--- config.mk ---
export PLATFORM = sky130hd
export DESIGN_NAME = mbist_march_controller
export DESIGN_NICKNAME = d
export VERILOG_FILES = /design/src/rtl/mbist_march_controller.sv
export SDC_FILE = /design/constraint.sdc
export NUM_CORES = 1
export LEC_CHECK = 0
export ABC_CLOCK_PERIOD_IN_PS = 3200
export CAP_MARGIN = 20
export CORE_MARGIN = 2
export CORE_UTILIZATION = 49
export CTS_CLUSTER_DIAMETER = 60
export DETAILED_ROUTE_END_ITERATION = 8
export GPL_TIMING_DRIVEN = 1
export PLACE_DENSITY = 0.84
export SYNTH_ARGS = -nofsm -noshare
export SYNTH_HDL_FRONTEND = slang
export SYNTH_SLANG_ARGS = --single-unit
--- constraint.sdc ---
create_clock -name clk -period 3.2 [get_ports clk]
set_clock_uncertainty 0.2 [all_clocks]
set_input_delay 0.64 -clock clk [delete_from_list [all_inputs] [get_ports clk]]
set_output_delay 0.64 -clock clk [all_outputs]
set_load 0.01 [all_outputs]
--- src/rtl/mbist_march_controller.sv ---
// March C- memory BIST controller: drives the BIST side of the memory
// input multiplexer and checks read data against the expected background.
module mbist_march_controller #(
   parameter int ADDR_WIDTH = 4,
   parameter int DATA_WIDTH = 10
) (
   input  logic                  clk,
   input  logic                  rst_n,
   input  logic                  start,
   input  logic [DATA_WIDTH-1:0] mem_rdata,
   output logic                  Nbart,
   output logic [ADDR_WIDTH-1:0] bist_addr,
   output logic [DATA_WIDTH-1:0] bist_wdata,
   output logic                  bist_we,
   output logic                  bist_re,
   output logic                  busy,
   output logic                  done,
   output logic                  fail,
   output logic [ADDR_WIDTH-1:0] fail_addr
);

   typedef enum logic [1:0] {
      IDLE,
      RUN,
      FLUSH,
      DONE
   } state_e;

   localparam logic [ADDR_WIDTH-1:0] ADDR_MAX = '1;
   localparam logic [ADDR_WIDTH-1:0] ADDR_ONE = ADDR_WIDTH'(1);
   localparam logic [2:0]            ELEM_LAST = 3'd5;

   state_e                state_q, state_d;
   logic [2:0]            elem_q, elem_d;
   logic                  op_q, op_d;
   logic [ADDR_WIDTH-1:0] addr_q, addr_d;
   logic                  cmp_vld_q, cmp_vld_d;
   logic                  cmp_exp_q, cmp_exp_d;
   logic [ADDR_WIDTH-1:0] cmp_addr_q, cmp_addr_d;
   logic                  fail_q, fail_d;
   logic [ADDR_WIDTH-1:0] fail_addr_q, fail_addr_d;

   logic is_read;
   logic rbit;
   logic wbit;
   logic last_op;
   logic desc;
   logic last_addr;

   always_ff @(posedge clk or negedge rst_n) begin
      if (!rst_n) begin
         state_q     <= IDLE;
         elem_q      <= '0;
         op_q        <= 1'b0;
         addr_q      <= '0;
         cmp_vld_q   <= 1'b0;
         cmp_exp_q   <= 1'b0;
         cmp_addr_q  <= '0;
         fail_q      <= 1'b0;
         fail_addr_q <= '0;
      end else begin
         state_q     <= state_d;
         elem_q      <= elem_d;
         op_q        <= op_d;
         addr_q      <= addr_d;
         cmp_vld_q   <= cmp_vld_d;
         cmp_exp_q   <= cmp_exp_d;
         cmp_addr_q  <= cmp_addr_d;
         fail_q      <= fail_d;
         fail_addr_q <= fail_addr_d;
      end
   end

   // Element decode: elements 1-4 are read-then-write, 0 and 5 single-op.
   always_comb begin
      is_read = 1'b0;
      rbit    = 1'b0;
      wbit    = 1'b0;
      last_op = 1'b1;
      unique case (elem_q)
         3'd0: begin
            wbit = 1'b0;
         end
         3'd1, 3'd3: begin
            is_read = !op_q;
            rbit    = 1'b0;
            wbit    = 1'b1;
            last_op = op_q;
         end
         3'd2, 3'd4: begin
            is_read = !op_q;
            rbit    = 1'b1;
            wbit    = 1'b0;
            last_op = op_q;
         end
         3'd5: begin
            is_read = 1'b1;
         end
         default: begin
            is_read = 1'b0;
         end
      endcase
   end

   assign desc      = (elem_q >= 3'd3);
   assign last_addr = desc ? (addr_q == '0) : (addr_q == ADDR_MAX);

   always_comb begin
      state_d     = state_q;
      elem_d      = elem_q;
      op_d        = op_q;
      addr_d      = addr_q;
      cmp_vld_d   = 1'b0;
      cmp_exp_d   = cmp_exp_q;
      cmp_addr_d  = cmp_addr_q;
      fail_d      = fail_q;
      fail_addr_d = fail_addr_q;
      Nbart       = 1'b0;
      bist_addr   = '0;
      bist_wdata  = '0;
      bist_we     = 1'b0;
      bist_re     = 1'b0;
      busy        = 1'b0;
      done        = 1'b0;

      // Only the first mismatch of a run is recorded.
      if (cmp_vld_q && !fail_q &&
          (mem_rdata != {DATA_WIDTH{cmp_exp_q}})) begin
         fail_d      = 1'b1;
         fail_addr_d = cmp_addr_q;
      end

      unique case (state_q)
         IDLE, DONE: begin
            done = (state_q == DONE);
            if (start) begin
               state_d     = RUN;
               elem_d      = '0;
               op_d        = 1'b0;
               addr_d      = '0;
               fail_d      = 1'b0;
               fail_addr_d = '0;
            end
         end
         RUN: begin
            Nbart     = 1'b1;
            busy      = 1'b1;
            bist_addr = addr_q;
            if (is_read) begin
               bist_re    = 1'b1;
               cmp_vld_d  = 1'b1;
               cmp_exp_d  = rbit;
               cmp_addr_d = addr_q;
            end else begin
               bist_we    = 1'b1;
               bist_wdata = {DATA_WIDTH{wbit}};
            end
            if (!last_op) begin
               op_d = 1'b1;
            end else begin
               op_d = 1'b0;
               if (!last_addr) begin
                  addr_d = desc ? (addr_q - ADDR_ONE)
                                : (addr_q + ADDR_ONE);
               end else if (elem_q == ELEM_LAST) begin
                  state_d = FLUSH;
               end else begin
                  elem_d = elem_q + 3'd1;
                  addr_d = (elem_q >= 3'd2) ? ADDR_MAX : '0;
               end
            end
         end
         FLUSH: begin
            Nbart   = 1'b1;
            busy    = 1'b1;
            state_d = DONE;
         end
         default: begin
            state_d = IDLE;
         end
      endcase
   end

   assign fail      = fail_q;
   assign fail_addr = fail_addr_q;

endmodule

==> results.yml <==
logic_synthesis:
  synthXorXnorAreaFrac_pct: 1.186
  avgSynthCellArea_um2: 9.713
  yosysWarnings: 0
  synth-compound-area-share_pct: 17.54
  synthMuxAreaShare_pct: 10.00
  syn_nets: 176
  ys_seq_area_share_pct: 35.59
  synthAdderAreaFrac_pct: 9.831
  syn-instance-count: 152
  synth.cell_area_um2: 1476
  ys_ff_latch: 21
  ys_types: 41
  synthTopCellsByArea: "dfrtp_1, ha_1, mux2i_1"
  synth_top_area_cell: "dfrtp_1"
  synth_top_area_share_pct: 35.59
  synth_top_family_by_area: "compound AO/OA/AOI/OAI gates"
  yosys.area_share.simple_pct: 14.92
setup_path:
  cp_slowest_cell: "clkdlybuf4s50_1"
  cp.arrival_ns: 2.33
  rrSetupSlack_ns: 0.33
  worstSetupPathType: "flop to output port"
  end_kind: "output port"
  required_ns: 2.36
  r2r-start: "elem_q[1]"
  r2r_cells: 9
  crit_chain: "inv_1 -> ha_2 -> a21oi_1 -> o22a_1 -> and2_1 -> nor2b_1 -> buf_4 -> clkdlybuf4s50_1"
  crit_fanout: 10
  start_kind: "flop"
  r2r-end: "addr_q[0]"
  cpPeakStageDelay_ns: 0.48
final_layout:
  fin_cells: 214
  n_antenna_cell: 0
  layout.nets: 208
  num-fill-cells: 240
  drive_gt1_share_pct: 14.21
  final_core_util_pct: 66.41
  syn2layout_area_growth_pct: 26.19
  final_common_cell: "clkdlybuf4s50_1"
  mostFrequentLayoutCells: "clkdlybuf4s50_1, dfrtp_1, inv_1, a21oi_1"
clock_tree:
  insertion_delay_ns: 0.33
  cts_sinks: 21
  h-tree-depth: 1
  clk_pin_slew_ns: 0.13
  cts_tree: "done"
  cts_root_buf: "clkbuf_4"
  cts_buffer_depth: 2
  numCtsBuffers: 3
sta:
  setup_tns_ns: 0
  timing.final.crit_period_ns: 3.167
  worst_pin_slew_ns: 0.5884
  setup_viol: 0
  max_slew_margin_pct: 59.65
  fmax_mhz: 315.7
  whs_ns: 0.3222
  period_share_pct: 98.97
  slew_viol_final: 0
  worst_slack_ns: 0.03292
  finalHoldViolations: 0
  rsz0062_at_grt: "true"
floorplanning:
  rows: 19
  die_h_um: 58.89
  io_pins: 37
  die_x_um: 58.89
  core_um2: 2805
  dieArea_um2: 3468
  start_util_pct: 52.63
placed_design:
  port_buffers: 36
  place_inst: 208
  place_ws_ns: 0.1406
  routabilityCongestion: 0.8095
  hpwlAfterDp_um: 2476
grt:
  grt_pass1_wl_um: 5347
  grtUsageMet2_pct: 34.76
  grt_busiest_layer: "met2"
  grt_usage_pct: 20.87
  use_met1_pct: 25.17
  antenna_found_initial: 0
  gr-total-overflow: 0
  grt_max_degree: 22
  grt_pass1_vias: 1170
  grt_use_met3_pct: 5.275
drt:
  routedWlPerCell_um: 15.59
  num_vias: 1240
  antenna_left: 0
  drt_iter0_drc: 37
  drt-pass1-iter-count: 6
  drt-total-wl_um: 3337
  via_per_inst: 5.794
  drc: 4
outcome:
  violations: "DRC"
  run_status: "finished, violations left"
pwr:
  power.leakage_uw: 0.0008865
  ir_worst_vdd_v: 0.0003399
  p_per_area_nw_per_um2: 587.9
worst_hold_path:
  hp-start: "cmp_addr_q[3]"
  min_to: "cmp_addr_q[3]"
  hold_path_depth: 1
  min_path_type: "flop to flop"
flow_run:
  maxCapViolCount: 0
-- through the flow --
stage | cell area, um^2 | total power, uW
finish | 1863 | 1095
global route | 1863 | 1168
CTS | 1858 | 1095
detailed placement | 1812 | 955.3
global placement | 1812 | 931.6
floorplan | 1476 | 761.0
-- cells in the mapped netlist --
cell type,number
a211oi_1,1
a211oi_2,1
a21o_1,2
a21oi_1,11
a22o_1,1
a22oi_1,1
a31oi_1,1
a32oi_4,1
and2_0,1
and2_1,5
and4_1,1
buf_1,1
buf_4,10
buf_6,1
clkbuf_1,5
dfrtp_1,21
fa_1,1
ha_1,10
inv_1,14
mux2_2,6
mux2i_1,8
nand2_1,9
nand2b_1,2
nand3_1,4
nand4_1,7
nor2_1,1
nor2b_1,2
nor3_1,1
nor4_1,3
o211ai_1,2
o211ai_4,1
o21ai_0,4
o21ai_1,1
o21ai_2,1
o221ai_1,1
o22a_1,1
o31ai_1,3
o41ai_1,1
or3_1,2
or3_4,1
xnor2_1,2
-- report_power, final --
group | internal (uW) | leakage, uW | switching [uW]
sequential | 318 | 0.000281 | 48.4
combinational | 260 | 0.000588 | 332
clock | 47.0 | 0.0000177 | 89.6
-- how the worst max path moves through the flow --
stage | startpoint | end | slack (ns)
floorplan | elem_q[1] | bist_wdata[1] | 0.37
global placement | elem_q[1] | bist_wdata[0] | 0.29
detailed placement | elem_q[1] | bist_wdata[1] | 0.14
CTS | elem_q[0] | bist_wdata[6] | 0.06
global route | elem_q[1] | bist_wdata[3] | -0.08
finish | elem_q[1] | bist_wdata[6] | 0.03
-- critical path: cells and delay by family, from the launching register on --
family	cells	cell delay [ns]
fa+ha+maj	1	0.26
compound gates	2	0.26
buf+inv	3	0.75
simple gates	2	0.29
flops	1	0.44
-- cells by family (layout without fill, tap and decap cells) --
| family | count (synthesis) | in the layout |
|---|---|---|
| AND/OR/NAND/NOR | 39 | 39 |
| AO/OA/AOI/OAI | 34 | 34 |
| buffers and inverters | 31 | 62 |
| flip-flops | 21 | 21 |
| multiplexers | 14 | 14 |
| adder cells (fa/ha/maj) | 11 | 11 |
| XOR/XNOR | 2 | 2 |
-- layout make-up --
type                       count  area (um^2)  share of cell area, %
inverter                      14        52.55                  2.821
tap                           31        38.79                  2.082
clock buffer                   3        22.52                  1.209
clock inverter                 1        5.005                 0.2686
sequential                    21        528.0                  28.34
multi-input combinational    100        792.0                  42.51
timing repair buffer          44        424.2                  22.77
-- layer usage --
layer	up-vias	wire length (um)	part of all wire [%]
met5	-	0	0
met4	0	64	1.9
met3	7	199	6.0
met2	26	1686	51
met1	609	1387	42
li1	598	-	-
-- sequential cells by signal, indices dropped and copies added (netlist names) --
signal	cells
addr_q	4
cmp_addr_q	4
op_q	1
cmp_exp_q	1
cmp_vld_q	1
elem_q	3
fail_addr	4
fail	1
state_q	2
-- repair_timing --
| item | CTS | global route |
|---|---|---|
| hold endpoints to repair | 0 | 0 |
| setup endpoints to repair | 10 | 9 |
| hold buffers | 0 | 0 |
| buffers inserted | 2 | 0 |
| resized for setup | 4 | 2 |
Power figures use the tool's default switching activity.
